File: config.mk
export PLATFORM = sky130hd
export DESIGN_NAME = bus_config_sequencer_flat
export DESIGN_NICKNAME = d
export VERILOG_FILES = /design/src/rtl/bus_config_sequencer_pkg.sv /design/src/rtl/bus_config_sequencer_if.sv /design/src/rtl/bus_config_sequencer_key_press_detect.sv /design/src/rtl/bus_config_sequencer.sv /design/src/flat_wrapper.sv
export SDC_FILE = /design/constraint.sdc
export NUM_CORES = 1
export LEC_CHECK = 0
export CORE_MARGIN = 1
export CORE_UTILIZATION = 42
export CTS_BUF_LIST = sky130_fd_sc_hd__clkbuf_2
export DETAILED_ROUTE_END_ITERATION = 12
export GPL_TIMING_DRIVEN = 0
export PLACE_DENSITY = 0.71
export SYNTH_ARGS = -nofsm -noshare
export SYNTH_HDL_FRONTEND = slang
export SYNTH_SLANG_ARGS = --single-unit
File: constraint.sdc
create_clock -name clk -period 5.5 [get_ports clk]
set_input_delay 1.1 -clock clk [delete_from_list [all_inputs] [get_ports clk]]
set_output_delay 1.1 -clock clk [all_outputs]
set_load 0.01 [all_outputs]
File: src/rtl/bus_config_sequencer_pkg.sv
`default_nettype none
// ============================================================================
//  Module      : bus_config_sequencer_pkg
//  Description : Shared types for the front-panel bus configuration sequencer:
//                slave selector, operation kind and the sequencer state set.
//  Revision    : 1.0 - initial release
// ============================================================================
package bus_config_sequencer_pkg;

    typedef enum logic [1:0] {
        NO_SLAVE = 2'd0,
        SLAVE_1  = 2'd1,
        SLAVE_2  = 2'd2,
        SLAVE_3  = 2'd3
    } slave_t;

    typedef enum logic {
        OP_READ  = 1'b0,
        OP_WRITE = 1'b1
    } operation_t;

    // Encoding is exported on state_dbg, so the order is part of the interface.
    typedef enum logic [3:0] {
        ST_SLAVE_SEL = 4'd0,
        ST_RW_SEL    = 4'd1,
        ST_EXTW_SEL  = 4'd2,
        ST_EXT_WR0   = 4'd3,
        ST_EXT_WR1   = 4'd4,
        ST_START0    = 4'd5,
        ST_START1    = 4'd6,
        ST_END0      = 4'd7,
        ST_END1      = 4'd8,
        ST_CFG       = 4'd9,
        ST_READY     = 4'd10,
        ST_COMM      = 4'd11,
        ST_DONE      = 4'd12
    } seq_state_t;

    // A master takes part in a transfer only when it has a slave assigned.
    function automatic logic slave_active(input logic [1:0] sel);
        return slave_t'(sel) != NO_SLAVE;
    endfunction

endpackage
`default_nettype wire

File: src/rtl/bus_config_sequencer_if.sv
`default_nettype none
// ============================================================================
//  Module      : bus_config_sequencer_if
//  Description : Configuration / launch / read-back signals between the
//                front-panel sequencer (master side) and the two bus masters.
//  Revision    : 1.0 - initial release
// ============================================================================
interface bus_config_sequencer_if #(
    parameter int DATA_WIDTH        = 16,
    parameter int MASTER_ADDR_WIDTH = 12,
    parameter int WR_ADDR_WIDTH     = 4
);
    logic [3:0]                     cfg_slave;
    logic [1:0]                     cfg_rw;
    logic [2*MASTER_ADDR_WIDTH-1:0] cfg_start_addr;
    logic [2*MASTER_ADDR_WIDTH-1:0] cfg_end_addr;
    logic                           cfg_valid;
    logic [1:0]                     cfg_ack;
    logic                           ext_wr_en;
    logic                           ext_wr_master;
    logic [WR_ADDR_WIDTH-1:0]       ext_wr_addr;
    logic [DATA_WIDTH-1:0]          ext_wr_data;
    logic [1:0]                     com_start;
    logic [1:0]                     com_done;
    logic                           rd_req;
    logic [MASTER_ADDR_WIDTH-1:0]   rd_addr;

    modport master (
        output cfg_slave, cfg_rw, cfg_start_addr, cfg_end_addr, cfg_valid,
        output ext_wr_en, ext_wr_master, ext_wr_addr, ext_wr_data,
        output com_start, rd_req, rd_addr,
        input  cfg_ack, com_done
    );

    modport slave (
        input  cfg_slave, cfg_rw, cfg_start_addr, cfg_end_addr, cfg_valid,
        input  ext_wr_en, ext_wr_master, ext_wr_addr, ext_wr_data,
        input  com_start, rd_req, rd_addr,
        output cfg_ack, com_done
    );
endinterface
`default_nettype wire

File: src/rtl/bus_config_sequencer_key_press_detect.sv
`default_nettype none
// ============================================================================
//  Module      : bus_config_sequencer_key_press_detect
//  Description : Two-flop synchronizer for an active-low push button plus a
//                falling-edge detector: one press_o pulse per press, however
//                long the key is held.
//  Revision    : 1.0 - initial release
// ============================================================================
module bus_config_sequencer_key_press_detect (
    input  wire  clk,
    input  wire  rstN,
    input  wire  key_n_i,
    output logic press_o
);
    logic sync1_q;
    logic sync2_q;
    logic prev_q;

    // Sync chain and edge history reset to the released level so reset never looks like a press.
    always_ff @(posedge clk or negedge rstN) begin
        if (!rstN) begin
            sync1_q <= 1'b1;
            sync2_q <= 1'b1;
            prev_q  <= 1'b1;
        end else begin
            sync1_q <= key_n_i;
            sync2_q <= sync1_q;
            prev_q  <= sync2_q;
        end
    end

    assign press_o = prev_q & ~sync2_q;

endmodule
`default_nettype wire

File: src/rtl/bus_config_sequencer.sv
`default_nettype none
// ============================================================================
//  Module      : bus_config_sequencer
//  Description : Front-panel sequencer for the two-master serial bus system.
//                Collects slave/RW/external-write/address configuration from
//                KEY/SW, hands it to the masters, launches them with a
//                staggered start and serves read-back address requests.
//  Revision    : 1.0 - initial release
// ============================================================================
module bus_config_sequencer
    import bus_config_sequencer_pkg::*;
#(
    parameter int DATA_WIDTH             = 16,
    parameter int MASTER_ADDR_WIDTH      = 12,
    parameter int MAX_MASTER_WRITE_DEPTH = 16,
    parameter int FIRST_START_MASTER     = 0,
    parameter int COM_START_DELAY        = 0
) (
    input  wire         clk,
    input  wire         rstN,
    input  wire         jump_stateN,
    input  wire         jump_next_addr,
    input  wire  [17:0] SW,
    output logic        communication_ready,
    output logic        communication_done,
    output logic [3:0]  state_dbg,
    bus_config_sequencer_if.master bus
);
    localparam int WAW   = $clog2(MAX_MASTER_WRITE_DEPTH);
    localparam int DLY_W = (COM_START_DELAY > 0) ? $clog2(COM_START_DELAY + 1) : 1;
    localparam logic [WAW-1:0] WR_LAST  = WAW'(MAX_MASTER_WRITE_DEPTH - 1);
    localparam logic           C_FIRST  = (FIRST_START_MASTER != 0);
    localparam logic           C_SECOND = ~C_FIRST;

    logic                         w_jump;
    logic                         w_next;
    logic [1:0]                   w_active;
    logic                         w_all_done;
    logic                         w_unused_sw;

    seq_state_t                   state_q;
    logic [3:0]                   cfg_slave_q;
    logic [1:0]                   cfg_rw_q;
    logic [1:0]                   extw_q;
    logic [MASTER_ADDR_WIDTH-1:0] start0_q, start1_q, end0_q, end1_q;
    logic                         cfg_valid_q;
    logic                         ext_wr_en_q;
    logic                         ext_wr_master_q;
    logic [WAW-1:0]               ext_wr_addr_q;
    logic [WAW-1:0]               wr_ptr_q;
    logic [DATA_WIDTH-1:0]        ext_wr_data_q;
    logic [1:0]                   com_start_q;
    logic [DLY_W-1:0]             dly_cnt_q;
    logic                         dly_pend_q;
    logic                         rd_req_q;
    logic [MASTER_ADDR_WIDTH-1:0] rd_addr_q;
    logic                         ready_q;
    logic                         done_q;

    bus_config_sequencer_key_press_detect u_key_jump (
        .clk     (clk),
        .rstN    (rstN),
        .key_n_i (jump_stateN),
        .press_o (w_jump)
    );

    bus_config_sequencer_key_press_detect u_key_next (
        .clk     (clk),
        .rstN    (rstN),
        .key_n_i (jump_next_addr),
        .press_o (w_next)
    );

    assign w_active    = {slave_active(cfg_slave_q[3:2]), slave_active(cfg_slave_q[1:0])};
    // Inactive masters count as finished; a still-pending delayed start blocks completion.
    assign w_all_done  = ~dly_pend_q & (&(bus.com_done | ~w_active));
    assign w_unused_sw = ^SW[17:DATA_WIDTH];

    // Sequencer FSM: captures panel settings, issues strobes and holds all registered outputs.
    always_ff @(posedge clk or negedge rstN) begin
        if (!rstN) begin
            state_q         <= ST_SLAVE_SEL;
            cfg_slave_q     <= '0;
            cfg_rw_q        <= '0;
            extw_q          <= '0;
            start0_q        <= '0;
            start1_q        <= '0;
            end0_q          <= '0;
            end1_q          <= '0;
            cfg_valid_q     <= 1'b0;
            ext_wr_en_q     <= 1'b0;
            ext_wr_master_q <= 1'b0;
            ext_wr_addr_q   <= '0;
            wr_ptr_q        <= '0;
            ext_wr_data_q   <= '0;
            com_start_q     <= '0;
            dly_cnt_q       <= '0;
            dly_pend_q      <= 1'b0;
            rd_req_q        <= 1'b0;
            rd_addr_q       <= '0;
            ready_q         <= 1'b0;
            done_q          <= 1'b0;
        end else begin
            cfg_valid_q <= 1'b0;
            ext_wr_en_q <= 1'b0;
            com_start_q <= '0;
            rd_req_q    <= 1'b0;
            ready_q     <= 1'b0;
            done_q      <= 1'b0;
            case (state_q)
                ST_SLAVE_SEL: if (w_jump) begin
                    cfg_slave_q <= SW[3:0];
                    state_q     <= ST_RW_SEL;
                end
                ST_RW_SEL: if (w_jump) begin
                    cfg_rw_q <= SW[1:0];
                    state_q  <= ST_EXTW_SEL;
                end
                ST_EXTW_SEL: if (w_jump) begin
                    extw_q <= SW[1:0];
                    if (SW[0])      state_q <= ST_EXT_WR0;
                    else if (SW[1]) state_q <= ST_EXT_WR1;
                    else            state_q <= ST_START0;
                end
                ST_EXT_WR0, ST_EXT_WR1: begin
                    // A jump always carries the final write, so a simultaneous next press adds nothing.
                    if (w_jump || w_next) begin
                        ext_wr_en_q     <= 1'b1;
                        ext_wr_master_q <= (state_q == ST_EXT_WR1);
                        ext_wr_addr_q   <= wr_ptr_q;
                        ext_wr_data_q   <= SW[DATA_WIDTH-1:0];
                    end
                    if (w_jump) begin
                        wr_ptr_q <= '0;
                        state_q  <= (state_q == ST_EXT_WR0 && extw_q[1]) ? ST_EXT_WR1 : ST_START0;
                    end else if (w_next && wr_ptr_q != WR_LAST) begin
                        wr_ptr_q <= wr_ptr_q + 1'b1;
                    end
                end
                ST_START0: if (w_jump) begin
                    start0_q <= SW[MASTER_ADDR_WIDTH-1:0];
                    state_q  <= ST_START1;
                end
                ST_START1: if (w_jump) begin
                    start1_q <= SW[MASTER_ADDR_WIDTH-1:0];
                    state_q  <= ST_END0;
                end
                ST_END0: if (w_jump) begin
                    end0_q  <= SW[MASTER_ADDR_WIDTH-1:0];
                    state_q <= ST_END1;
                end
                ST_END1: if (w_jump) begin
                    end1_q      <= SW[MASTER_ADDR_WIDTH-1:0];
                    cfg_valid_q <= 1'b1;
                    state_q     <= ST_CFG;
                end
                ST_CFG: if (&bus.cfg_ack) begin
                    ready_q <= 1'b1;
                    state_q <= ST_READY;
                end
                ST_READY: begin
                    if (w_jump) begin
                        state_q              <= ST_COMM;
                        com_start_q[C_FIRST] <= w_active[C_FIRST];
                        if (COM_START_DELAY == 0) begin
                            com_start_q[C_SECOND] <= w_active[C_SECOND];
                        end else begin
                            dly_pend_q <= w_active[C_SECOND];
                            dly_cnt_q  <= DLY_W'(COM_START_DELAY);
                        end
                    end else begin
                        ready_q <= 1'b1;
                    end
                end
                ST_COMM: begin
                    if (dly_pend_q) begin
                        if (dly_cnt_q == DLY_W'(1)) begin
                            com_start_q[C_SECOND] <= 1'b1;
                            dly_pend_q            <= 1'b0;
                        end else begin
                            dly_cnt_q <= dly_cnt_q - 1'b1;
                        end
                    end else if (w_all_done) begin
                        done_q  <= 1'b1;
                        state_q <= ST_DONE;
                    end
                end
                ST_DONE: begin
                    if (w_next) begin
                        rd_req_q  <= 1'b1;
                        rd_addr_q <= SW[MASTER_ADDR_WIDTH-1:0];
                    end
                    if (w_jump) state_q <= ST_SLAVE_SEL;
                    else        done_q  <= 1'b1;
                end
                default: state_q <= ST_SLAVE_SEL;
            endcase
        end
    end

    assign bus.cfg_slave        = cfg_slave_q;
    assign bus.cfg_rw           = cfg_rw_q;
    assign bus.cfg_start_addr   = {start1_q, start0_q};
    assign bus.cfg_end_addr     = {end1_q, end0_q};
    assign bus.cfg_valid        = cfg_valid_q;
    assign bus.ext_wr_en        = ext_wr_en_q;
    assign bus.ext_wr_master    = ext_wr_master_q;
    assign bus.ext_wr_addr      = ext_wr_addr_q;
    assign bus.ext_wr_data      = ext_wr_data_q;
    assign bus.com_start        = com_start_q;
    assign bus.rd_req           = rd_req_q;
    assign bus.rd_addr          = rd_addr_q;
    assign communication_ready  = ready_q;
    assign communication_done   = done_q;
    assign state_dbg            = state_q;

endmodule
`default_nettype wire

File: src/flat_wrapper.sv
// flat-port wrapper written by rule: the top's interface ports become plain ports
module bus_config_sequencer_flat import bus_config_sequencer_pkg::*;
#(
    parameter int DATA_WIDTH             = 16,
    parameter int MASTER_ADDR_WIDTH      = 12,
    parameter int MAX_MASTER_WRITE_DEPTH = 16,
    parameter int FIRST_START_MASTER     = 0,
    parameter int COM_START_DELAY        = 0
)
  (clk, rstN, jump_stateN, jump_next_addr, SW, communication_ready, communication_done, state_dbg, bus_cfg_slave, bus_cfg_rw, bus_cfg_start_addr, bus_cfg_end_addr, bus_cfg_valid, bus_ext_wr_en, bus_ext_wr_master, bus_ext_wr_addr, bus_ext_wr_data, bus_com_start, bus_rd_req, bus_rd_addr, bus_cfg_ack, bus_com_done);
  bus_config_sequencer_if #(.DATA_WIDTH(DATA_WIDTH), .MASTER_ADDR_WIDTH(MASTER_ADDR_WIDTH), .WR_ADDR_WIDTH(4)) bus_i ();
  input  wire clk;
  input  wire rstN;
  input  wire jump_stateN;
  input  wire jump_next_addr;
  input  wire  [17:0] SW;
  output logic communication_ready;
  output logic communication_done;
  output logic [3:0] state_dbg;
  output wire logic [$bits(bus_i.cfg_slave)-1:0] bus_cfg_slave;
  output wire logic [$bits(bus_i.cfg_rw)-1:0] bus_cfg_rw;
  output wire logic [$bits(bus_i.cfg_start_addr)-1:0] bus_cfg_start_addr;
  output wire logic [$bits(bus_i.cfg_end_addr)-1:0] bus_cfg_end_addr;
  output wire logic [$bits(bus_i.cfg_valid)-1:0] bus_cfg_valid;
  output wire logic [$bits(bus_i.ext_wr_en)-1:0] bus_ext_wr_en;
  output wire logic [$bits(bus_i.ext_wr_master)-1:0] bus_ext_wr_master;
  output wire logic [$bits(bus_i.ext_wr_addr)-1:0] bus_ext_wr_addr;
  output wire logic [$bits(bus_i.ext_wr_data)-1:0] bus_ext_wr_data;
  output wire logic [$bits(bus_i.com_start)-1:0] bus_com_start;
  output wire logic [$bits(bus_i.rd_req)-1:0] bus_rd_req;
  output wire logic [$bits(bus_i.rd_addr)-1:0] bus_rd_addr;
  input wire logic [$bits(bus_i.cfg_ack)-1:0] bus_cfg_ack;
  input wire logic [$bits(bus_i.com_done)-1:0] bus_com_done;
  assign bus_cfg_slave = bus_i.cfg_slave;
  assign bus_cfg_rw = bus_i.cfg_rw;
  assign bus_cfg_start_addr = bus_i.cfg_start_addr;
  assign bus_cfg_end_addr = bus_i.cfg_end_addr;
  assign bus_cfg_valid = bus_i.cfg_valid;
  assign bus_ext_wr_en = bus_i.ext_wr_en;
  assign bus_ext_wr_master = bus_i.ext_wr_master;
  assign bus_ext_wr_addr = bus_i.ext_wr_addr;
  assign bus_ext_wr_data = bus_i.ext_wr_data;
  assign bus_com_start = bus_i.com_start;
  assign bus_rd_req = bus_i.rd_req;
  assign bus_rd_addr = bus_i.rd_addr;
  assign bus_i.cfg_ack = bus_cfg_ack;
  assign bus_i.com_done = bus_com_done;
  bus_config_sequencer #(.DATA_WIDTH(DATA_WIDTH), .MASTER_ADDR_WIDTH(MASTER_ADDR_WIDTH), .MAX_MASTER_WRITE_DEPTH(MAX_MASTER_WRITE_DEPTH), .FIRST_START_MASTER(FIRST_START_MASTER), .COM_START_DELAY(COM_START_DELAY)) u_core (.clk(clk), .rstN(rstN), .jump_stateN(jump_stateN), .jump_next_addr(jump_next_addr), .SW(SW), .communication_ready(communication_ready), .communication_done(communication_done), .state_dbg(state_dbg), .bus(bus_i));
endmodule
# Word-level counts from Yosys, hierarchy flattened
# Cells that the tools add are included.
# W data, S select, Z words.
[word_totals]
input_bits = 26
register_bits = 112
output_inout_bits = 98
wordCells = 124
[classes]
bitwise = 8
eq_ne = 26
mux = 39
addsub = 2
n_reduce_logical = 22
[ops]
columns = ["cell", "count"]
rows = [
  ["$mux W4", 16],
  ["$pmux W4 S12", 1],
  ["$reduce_and A2 Y1", 13],
  ["$ne A2 B1 Y1 const B", 12],
  ["$eq A4 B4 Y1 const B", 5],
  ["$mux W1", 18],
  ["$eq A4 B3 Y1 const B", 4],
  ["$reduce_and A13 Y1", 1],
  ["$eq A4 B2 Y1 const B", 2],
  ["$pmux W1 S2", 3],
  ["$reduce_bool A2 Y1", 3],
  ["$add A4 B1 Y4 const B", 1],
  ["$eq A4 B1 Y1 const B", 1],
  ["$logic_not A4 Y1", 1],
  ["$ne A4 B4 Y1 const B", 1],
  ["$and A1 B1 Y1", 3],
  ["$not A1 Y1", 3],
  ["$logic_and A1 B1 Y1", 2],
  ["$mux W2", 1],
  ["$ne A2 B2 Y1 const B", 1],
  ["$not A2 Y2", 1],
  ["$or A2 B2 Y2", 1],
  ["$reduce_or A2 Y1", 1],
  ["$logic_or A1 B1 Y1", 1],
  ["$sub A1 B1 Y1 const B", 1],
]

# Logic depth before layout (Yosys ltp)
# Gate-level depths: netlist (run 1).
[logic_depth]
word_depth = 8
mapped_depth = 6
depth_no_buf = 5

# Hierarchy
# Synthesis (run 1) repeated with hierarchy kept, for this count alone.
[hier_totals]
hier_cells = 309
area_unflattened_um2 = 4465.5
[by_module_without_submodules]
columns = ["module", "n_inst", "seq_area_each_um2", "cells_each", "area_per_inst_um2"]
rows = [
  ["bus_config_sequencer", 1, 2627.5, 301, 4280.4],
  ["bus_config_sequencer_key_press_detect", 2, 78.8, 4, 92.6],
]

# Worst setup path before layout (run 1)
# No wires, ideal clock.
[synth_timing]
kind = "input-to-reg"
from = "in bus_com_done[0]"
to = "reg u_core.state_q[2] (netlist: u_core.state_dbg[2])"
n_path_buf = 0
slack_ns = 3.484
arrival_time_ns = 1.874
setup_time_ns = 0.142
path_stages = 4
required_ns = 5.358
path_cell_list = "o21ba_2 -> o31a_1 -> o31ai_1 -> o221ai_1"
[synth_between]
elab_chain_cells = 5
[synth_lines]
columns = ["element", "line", "rtl"]
rows = [
  ["start: declaration", "flat_wrapper.sv:33", "input wire logic [$bits(bus_i.com_done)-1:0] bus_com_done;"],
  ["$or A2 B2 Y2", "bus_config_sequencer.sv:76", "assign w_all_done = ~dly_pend_q & (&(bus.com_done | ~w_active));"],
  ["$reduce_and A2 Y1", "bus_config_sequencer.sv:76", ""],
  ["$and A1 B1 Y1", "bus_config_sequencer.sv:76", ""],
  ["$ne A2 B1 Y1 (no source line)", "n/a", ""],
  ["$reduce_and A13 Y1 (no source line)", "n/a", ""],
  ["end signal: assignment", "bus_config_sequencer.sv:135", "state_q <= (state_q == ST_EXT_WR0 && extw_q[1]) ? ST_EXT_WR1 : ST_START0;"],
  ["end: declaration", "bus_config_sequencer.sv:41", "seq_state_t state_q;"],
]
# No other way between the ends.
# A chain may end at the register's enable or synchronous reset.

# Worst setup path after layout (run 1)
[layout_timing]
from = "reg u_core.state_q[0] (netlist: u_core.state_dbg[0])"
to = "out state_dbg[0]"
[layout_lines]
columns = ["element", "line", "rtl"]
rows = [
  ["end: declaration", "flat_wrapper.sv:19", "output logic [3:0] state_dbg;"],
]
# No word-level cell between the ends.

==> results of run 1 <==
[power breakdown]
part	total, mW	switching [mW]	internal (mW)
combinational	1.46	0.581	0.877
sequential	1.35	0.202	1.15
clock	0.367	0.292	0.0756
[state kept, by name (all words and copies together) (netlist names), 2 cells and up]
signal and flops:
u_core.bus.ext_wr_data 16, u_core.bus.rd_addr 12, u_core.end0_q 12, u_core.end1_q 12
u_core.start0_q 12, u_core.start1_q 12, u_core.bus.cfg_slave 4, u_core.bus.ext_wr_addr 4
u_core.state_dbg 4, u_core.wr_ptr_q 4, u_core.bus.cfg_rw 2, u_core.bus.com_start 2
[per-layer routing]
layer | part of all wire (%) | track usage [%]
met2 | 47 | 29.90
met5 | 0 | 0
met3 | 8.1 | 5.890
met4 | 1.5 | 6.939
met1 | 44 | 26.40
[Yosys cell counts]
cell type / number
clkbuf_1: 8
o221ai_1: 1
buf_4: 2
nand2_1: 10
nand3b_1: 1
nand3_1: 10
o41ai_1: 1
nor3_1: 2
o211ai_1: 1
and3_1: 1
buf_1: 2
mux2_2: 87
nand2b_1: 2
o21ai_0: 7
ha_1: 1
o311ai_0: 1
a21boi_0: 2
a21oi_1: 4
and4b_1: 1
and4_1: 1
inv_1: 4
or4_1: 2
o31ai_1: 5
a31oi_1: 4
o21a_1: 1
nand4_1: 1
nand4b_1: 2
a32oi_1: 1
o21ba_2: 2
a21o_1: 2
buf_2: 3
dfstp_2: 6
mux2i_1: 1
o31a_1: 1
nor2b_1: 6
or3b_1: 1
nor2_1: 10
nor4_1: 2
dfrtp_1: 105
a22oi_1: 2
[cells by family after synthesis]
group,after synthesis,synth area share (%)
flops,111,63.45
compound gates,35,5.502
simple gates,52,6.329
fa+ha+maj,1,0.2850
mux,88,22.55
buf+inv,19,1.881
[layout make-up]
type | instances | area [sq um]
fillers | 813 | 4055
flip-flops and latches | 111 | 2785
multi-input cells | 176 | 1521
repair buffers | 121 | 1226
well taps | 133 | 166.4
clock inverters | 7 | 72.57
plain buffers | 15 | 67.56
clock buffers | 9 | 45.04
inverters | 4 | 15.01
[worst min-delay path by stage]
| stage | from | endpoint | slack (ns) | depth (start not counted) |
|---|---|---|---|---|
| 5_1_grt | u_core.u_key_jump.sync1_q | u_core.u_key_jump.sync2_q | 0.38 | 0 |
| 3_5_place_dp | u_core.u_key_jump.sync1_q | u_core.u_key_jump.sync2_q | 0.35 | 0 |
| 3_3_place_gp | u_core.u_key_jump.sync1_q | u_core.u_key_jump.sync2_q | 0.35 | 0 |
| 6_report | u_core.u_key_jump.sync1_q | u_core.u_key_jump.sync2_q | 0.38 | 0 |
| 4_1_cts | u_core.u_key_jump.sync1_q | u_core.u_key_jump.sync2_q | 0.38 | 0 |
| 2_1_floorplan | u_core.u_key_jump.sync1_q | u_core.u_key_jump.sync2_q | 0.35 | 0 |
[cell usage in the layout, fill, tap and decap left out, types with 3 or more instances in the layout]
cell,count
a21oi_1,4
a31oi_1,4
buf_2,3
buf_4,3
clkbuf_1,8
clkbuf_2,9
clkdlybuf4s50_1,119
dfrtp_1,105
dfstp_2,6
inv_1,4
mux2_2,87
nand2_1,10
nand3_1,10
nor2_1,10
nor2b_1,6
o21ai_0,7
o31ai_1,5
==> impl_metrics.tcl, run 1 <==
set metrics [dict create \
    io_buffers 120 \
    initial_utilization_pct 44.09 \
    row_count 36 \
    r2r_cells 5 \
    postCtsSetupBuffers 0 \
    gp_congestion 0.9094 \
    ios 124 \
    cts-root-buf "clkbuf_2" \
    finalCriticalPeriod_ns 2.860 \
    wirelength_mm 10.05 \
    place_area_sq_mm 0.005782 \
    clock_path_buffers 2 \
    die_h_um 104.2 \
    grt-ovfl-total 0 \
    endpoint_kind "output pin" \
    cap_violations 0 \
    r2r-start "u_core.u_key_jump.sync2_q" \
    ys_ff_latch 111 \
    worstPathRequired_ns 4.40 \
    dieArea_sq_mm 0.01086 \
    final_nets 465 \
    first_pass_iters 5 \
    hold_slack_ns 0.3763 \
    r2r_end "u_core.end0_q[2]" \
    max_stage_delay_ns 0.60 \
    syn_to_final_growth_pct 34.41 \
    finalCritPeriodShare_pct 52.00 \
    finalSetupViolations 0 \
    layoutNonFillerInstCount 576 \
    critical_path_buf_inv_count 1 \
    yosysWarnings 0 \
    tightestPinTransition_ns 0.8037 \
    synthCells 306 \
    syn_nets 333 \
    cts.repair.resized 0 \
    finalClockSkew_ns 0.03443 \
    yosysTopAreaCell "dfrtp_1" \
    synthDistinctLibCells 40 \
    cts_sinks 111 \
    synth.area.top_cells "dfrtp_1 60%, mux2_2 22%, dfstp_2 3.6%" \
    crit_slowest_cell "clkdlybuf4s50_1" \
    vias_per_cell 5.243 \
    grtUsageTotal_pct 19.53 \
    reg2reg_slack_ns 3.18 \
    final-max-slew-violation-count 0 \
    grt_max_degree 74 \
    tritoncts "yes" \
    finalHoldViolations 0 \
    wl_per_cell_um 17.45 \
    core_sq_mm 0.009955 \
    crit_arrival_ns 1.76 \
    timing.final.ws_setup_ns 2.640 \
    synth_top_area_share_pct 59.86 \
    leakagePower_nw 2.502 \
    synth_area_per_cell_sq_um 14.34 \
    worstPathMaxFanout 8 \
    clk_latency_ns 0.60 \
    dp.cells 560 \
    worstPathCellList "clkdlybuf4s50_1" \
    hold_path.class "reg2reg" \
    crit_start "u_core.state_dbg[0]" \
    crit_cells 1 \
    drt_iter0_markers 94 \
    grt_pass1_wl_mm 16.40 \
    worstSetupEndpoint "state_dbg[0]" \
    post-route-util_pct 59.26 \
    rsz0062_at_grt "no" \
    vdd_drop_max_uv 254.9 \
    fin_area_sq_mm 0.005899 \
    pre_cts_ws_ns 2.882 \
    path_class "reg2out" \
    detail-route-antenna-nets 0 \
    powerDensity_mw_per_mm2 538.2 \
    synth_seq_area_share_pct 63.45 \
    grt_pass1_vias 3036 \
    power_mw 3.175 \
    syn_area_sq_mm 0.004389 \
    cts-buffers-inserted 9 \
    cp_top_family "buffers and inverters" \
    slew_headroom_pct 45.93 \
    fin_tns_setup_ns 0 \
    worst_setup_path_start_kind "flop" \
    dp_hpwl_mm 7.013 \
    drc 0 \
    antenna_found_initial 0 \
    drive_gt1_share_pct 26.64 \
    clkTransAtPathRegs_ns 0.31 \
    dieWidth_um 104.2 \
    num_vias 3020 \
    max_freq_mhz 349.7 \
    diodes 0 \
    hold_buffers 0 \
    cts_max_level 3 \
    status "complete, no violations" \
]
Note: power is estimated with default switching activity, not from simulation.
==> inputs of run 2 (changes only) <==
==> constraint.sdc (replaced) <==
create_clock -name clk -period 2.8 [get_ports clk]
set_input_delay 0.56 -clock clk [delete_from_list [all_inputs] [get_ports clk]]
set_output_delay 0.56 -clock clk [all_outputs]
set_load 0.01 [all_outputs]
==> impl_metrics.tcl, run 2 (synthesis gave the netlist of run 1 again) <==
set metrics [dict create \
    largest_reg_flops 16 \
    vdd_drop_max_uv 500.0 \
    dieArea_sq_mm 0.01086 \
    syn_to_final_growth_pct 34.64 \
    grt-ovfl-total 0 \
    cp_top_family "buffers and inverters" \
    vias_per_cell 5.203 \
    clk_latency_ns 0.59 \
    wl_per_cell_um 17.48 \
    worstPathRequired_ns 3.30 \
    cts-buffers-inserted 9 \
    power_mw 6.242 \
    rsz0062_at_grt "no" \
    crit_arrival_ns 2.82 \
    drt_iter0_markers 106 \
    final_nets 466 \
    clkTransAtPathRegs_ns 0.31 \
    wl_met2_mm 4.685 \
    r2r_cells 5 \
    diodes 0 \
    finalHoldViolations 0 \
    crit_top_cell "clkbuf_1" \
    worstPathCellList "nor2b_1 -> clkbuf_1 -> nand4_1 -> clkbuf_1 -> mux2_2" \
    worstHoldPathCells 1 \
    cap_violations 0 \
    status "complete, no violations" \
    clock_path_buffers 2 \
    worst_setup_path_start_kind "flop" \
    row_count 36 \
    slew_headroom_pct 44.53 \
    cts_max_level 3 \
    top_layer "met4" \
    io_buffers 120 \
    core_sq_mm 0.009955 \
    num_vias 3002 \
    initial_utilization_pct 44.09 \
    final_common_cell "clkdlybuf4s50_1" \
    hold_buffers 1 \
    postCtsSetupBuffers 0 \
    grtUsageTotal_pct 19.53 \
    finalSetupViolations 0 \
    leakagePower_nw 2.506 \
    finalClockSkew_ns 0.03588 \
    die_h_um 104.2 \
    tightestPinTransition_ns 0.8244 \
    ios 124 \
    grt_pass1_vias 3036 \
    crit_cells 5 \
    final_cell_mix "119 x clkdlybuf4s50_1, 105 x dfrtp_1, 87 x mux2_2" \
    cts_sinks 111 \
    hold_path.class "in2reg" \
    final-max-slew-violation-count 0 \
    grt_pass1_wl_mm 16.40 \
    tritoncts "yes" \
    endpoint_kind "flop" \
    crit_slowest_cell "dfstp_2" \
    max_stage_delay_ns 0.60 \
    worstPathMaxFanout 10 \
    grt_max_degree 74 \
    dieWidth_um 104.2 \
    finalCriticalPeriod_ns 2.318 \
    max_freq_mhz 431.5 \
    first_pass_iters 6 \
    finalCritPeriodShare_pct 82.77 \
    critical_path_buf_inv_count 2 \
    antenna_found_initial 0 \
    drc 0 \
    pre_cts_ws_ns 0.4745 \
    cts.repair.resized 0 \
    timing.final.ws_setup_ns 0.4824 \
    drive_gt1_share_pct 26.58 \
    dp_hpwl_mm 7.013 \
    cts-root-buf "clkbuf_2" \
    wirelength_mm 10.09 \
    wl_met3_um 853 \
    path_class "reg2reg" \
    powerDensity_mw_per_mm2 1056 \
    detail-route-antenna-nets 0 \
    m1WireLength_mm 4.430 \
    gp_congestion 0.9094 \
]
==> run 2: path summary, 6_finish.rpt <==
kind	start	slack, ns	to
max	u_core.u_key_jump.prev_q	0.48	u_core.end0_q[2]
min	jump_stateN	0.34	u_core.u_key_jump.sync1_q
max reg2reg	u_core.u_key_jump.prev_q	0.48	u_core.end0_q[2]
min reg2reg	u_core.u_key_jump.sync1_q	0.38	u_core.u_key_jump.sync2_q
max in group asynchronous	rstN	1.65	u_core.wr_ptr_q[0]
min in group asynchronous	rstN	0.44	u_core.state_dbg[0]
==> run 2: cell type report <==
type,instances,area [sq um]
repair buffers,122,1236
clock buffers,9,45.04
flip-flops and latches,111,2785
plain buffers,15,67.56
clock inverters,7,72.57
multi-input cells,176,1521
inverters,4,15.01
well taps,133,166.4
fillers,812,4045
==> run 2: power by group <==
group / leakage (nW) / total (mW) / internal [mW] / switching [mW]
combinational: 1.09 / 2.86 / 1.72 / 1.14
clock: 0.0697 / 0.724 / 0.149 / 0.576
sequential: 1.34 / 2.65 / 2.25 / 0.398
total: 2.51 / 6.24 / 4.13 / 2.11
==> run 2: routing by layer <==
layer | up-vias | global-route usage, %
met4 | 0 | 6.939
li1 | 1370 | -
met2 | 125 | 29.90
met1 | 1498 | 26.40
met5 | - | 0
met3 | 9 | 5.890
==> run 2: metrics by stage <==
stage,instances,cell area [sq um],TNS (ns),util [%],hold slack [ns]
after floorplan,306,4389,0,-,0.2644
after global placement,559,5757,-321.08,57.83,0.3494
after detailed placement,560,5782,0,58.08,0.3523
after CTS,577,5909,0,59.36,0.2813
after global routing,577,5909,0,59.36,0.2791
final,577,5909,0,59.36,0.3358
==> run 2: worst register-to-register path, cell delays in order (launching register included) <==
cell and delay [ns]:
dfstp_2 0.60, nor2b_1 0.12, clkbuf_1 0.35, nand4_1 0.33
clkbuf_1 0.44, mux2_2 0.40
==> inputs of run 3 (changes only) <==
==> constraint.sdc (replaced) <==
create_clock -name clk -period 2.29 [get_ports clk]
set_input_delay 0.458 -clock clk [delete_from_list [all_inputs] [get_ports clk]]
set_output_delay 0.458 -clock clk [all_outputs]
set_load 0.01 [all_outputs]
==> impl_metrics.tcl, run 3 (synthesis gave the netlist of run 1 again) <==
set metrics [dict create \
    pre_cts_ws_ns -0.03549 \
    finalHoldViolations 0 \
    antenna_found_initial 0 \
    final_cell_mix "119 x clkdlybuf4s50_1, 104 x dfrtp_1, 87 x mux2_2, 11 x clkbuf_2" \
    endpoint_kind "output pin" \
    grt-ovfl-total 0 \
    clkTransAtPathRegs_ns 0.31 \
    grt_pass1_vias 3036 \
    cts-root-buf "clkbuf_2" \
    wirelength_mm 10.04 \
    finalCriticalPeriod_ns 2.195 \
    num_vias 3004 \
    grt_max_degree 74 \
    syn_to_final_growth_pct 34.86 \
    tightestPinTransition_ns 0.6961 \
    detail-route-antenna-nets 0 \
    r2r-start "u_core.u_key_jump.sync2_q" \
    fin_tns_setup_ns 0 \
    rsz0062_at_grt "no" \
    hold_start "jump_stateN" \
    row_count 36 \
    r2r_cells 6 \
    leakagePower_nw 2.511 \
    gp_congestion 0.9094 \
    cap_violations 0 \
    crit_arrival_ns 1.74 \
    final_common_cell "clkdlybuf4s50_1" \
    crit_start "u_core.state_dbg[1]" \
    drt_iter0_markers 106 \
    clock_path_buffers 2 \
    drive_gt1_share_pct 27.48 \
    worstPathCellList "clkdlybuf4s50_1" \
    regArea_sq_mm 0.002786 \
    hold_path.class "in2reg" \
    grt_pass1_wl_mm 16.40 \
    first_pass_iters 7 \
    largest_reg_flops 16 \
    wl_per_cell_um 17.40 \
    finalClockSkew_ns 0.03548 \
    worstPathRequired_ns 1.83 \
    cp_top_family "buffers and inverters" \
    clk_latency_ns 0.59 \
    crit_slowest_cell "clkdlybuf4s50_1" \
    finalSetupViolations 0 \
    cts_max_level 3 \
    cts-buffers-inserted 9 \
    die_h_um 104.2 \
    path_class "reg2out" \
    status "complete, no violations" \
    post-route-util_pct 59.46 \
    max_stage_delay_ns 0.59 \
    final_nets 466 \
    critical_path_buf_inv_count 1 \
    vdd_drop_max_uv 611.4 \
    ios 124 \
    tritoncts "yes" \
    finalCritPeriodShare_pct 95.84 \
    grtUsageTotal_pct 19.53 \
    core_sq_mm 0.009955 \
    worstPathMaxFanout 7 \
    worst_setup_path_start_kind "flop" \
    multiInputGateArea_sq_mm 0.001528 \
    cts_sinks 111 \
    timing.final.ws_setup_ns 0.09530 \
    crit_cells 1 \
    io_buffers 120 \
    fillerInstances 813 \
    power_mw 7.639 \
    fin_area_sq_mm 0.005919 \
    max_freq_mhz 455.6 \
    initial_utilization_pct 44.09 \
    slew_headroom_pct 53.59 \
    place_area_sq_mm 0.005782 \
    diodes 0 \
    drc 0 \
    dieWidth_um 104.2 \
    dieArea_sq_mm 0.01086 \
    vias_per_cell 5.206 \
    reg2reg_slack_ns 0.14 \
    worstHoldPathCells 1 \
    powerDensity_mw_per_mm2 1290 \
    dp_hpwl_mm 7.013 \
    final-max-slew-violation-count 0 \
]
## run 3: cell counts in the layout (fill, tap and decap cells not counted)
Identical to the previous run, type by type.
## run 3: metrics by stage
stage | hold WS (ns) | std cells
floorplan | 0.1624 | 306
global placement | 0.3494 | 559
detailed placement | 0.3523 | 560
CTS | 0.1793 | 577
global route | 0.1771 | 577
finish | 0.2303 | 577
## run 3: cell type report
| type | count | share of cell area (%) |
|---|---|---|
| inverters | 4 | 0.2536 |
| well taps | 133 | 2.811 |
| plain buffers | 15 | 1.184 |
| repair buffers | 122 | 20.88 |
| clock buffers | 9 | 0.7609 |
| multi-input cells | 176 | 25.81 |
| flip-flops and latches | 111 | 47.07 |
| clock inverters | 7 | 1.226 |
## run 3: timing repair
action	in CTS	in global routing
endpoints found under the hold margin	32	0
buffers inserted	0	0
hold buffers	1	0
gates resized for setup	1	4
endpoints found under the setup margin	9	15
## run 3: path summary, 6_finish.rpt
check | endpoint
min in group asynchronous | u_core.state_dbg[0]
setup reg to reg | u_core.start1_q[3]
setup / recovery | state_dbg[1]
max in group asynchronous | u_core.wr_ptr_q[0]
hold reg to reg | u_core.u_key_jump.sync2_q
hold / removal | u_core.u_key_jump.sync1_q
## run 3: report_power, final
part / internal [mW] / total, mW / leakage [nW] / switching (mW)
clock: 0.182 / 0.886 / 0.0697 / 0.705
combinational: 2.11 / 3.50 / 1.10 / 1.39
sequential: 2.76 / 3.25 / 1.34 / 0.490
total: 5.05 / 7.64 / 2.51 / 2.59
## run 3: per-layer routing
metal  track usage (%)  vias to the layer above  share of wire, %
met5                 0                        -                 0
met4             6.939                        0               1.2
met3             5.890                       11               8.6
met2             29.90                      124                47
met1             26.40                     1496                43
li1                  -                     1373                 -
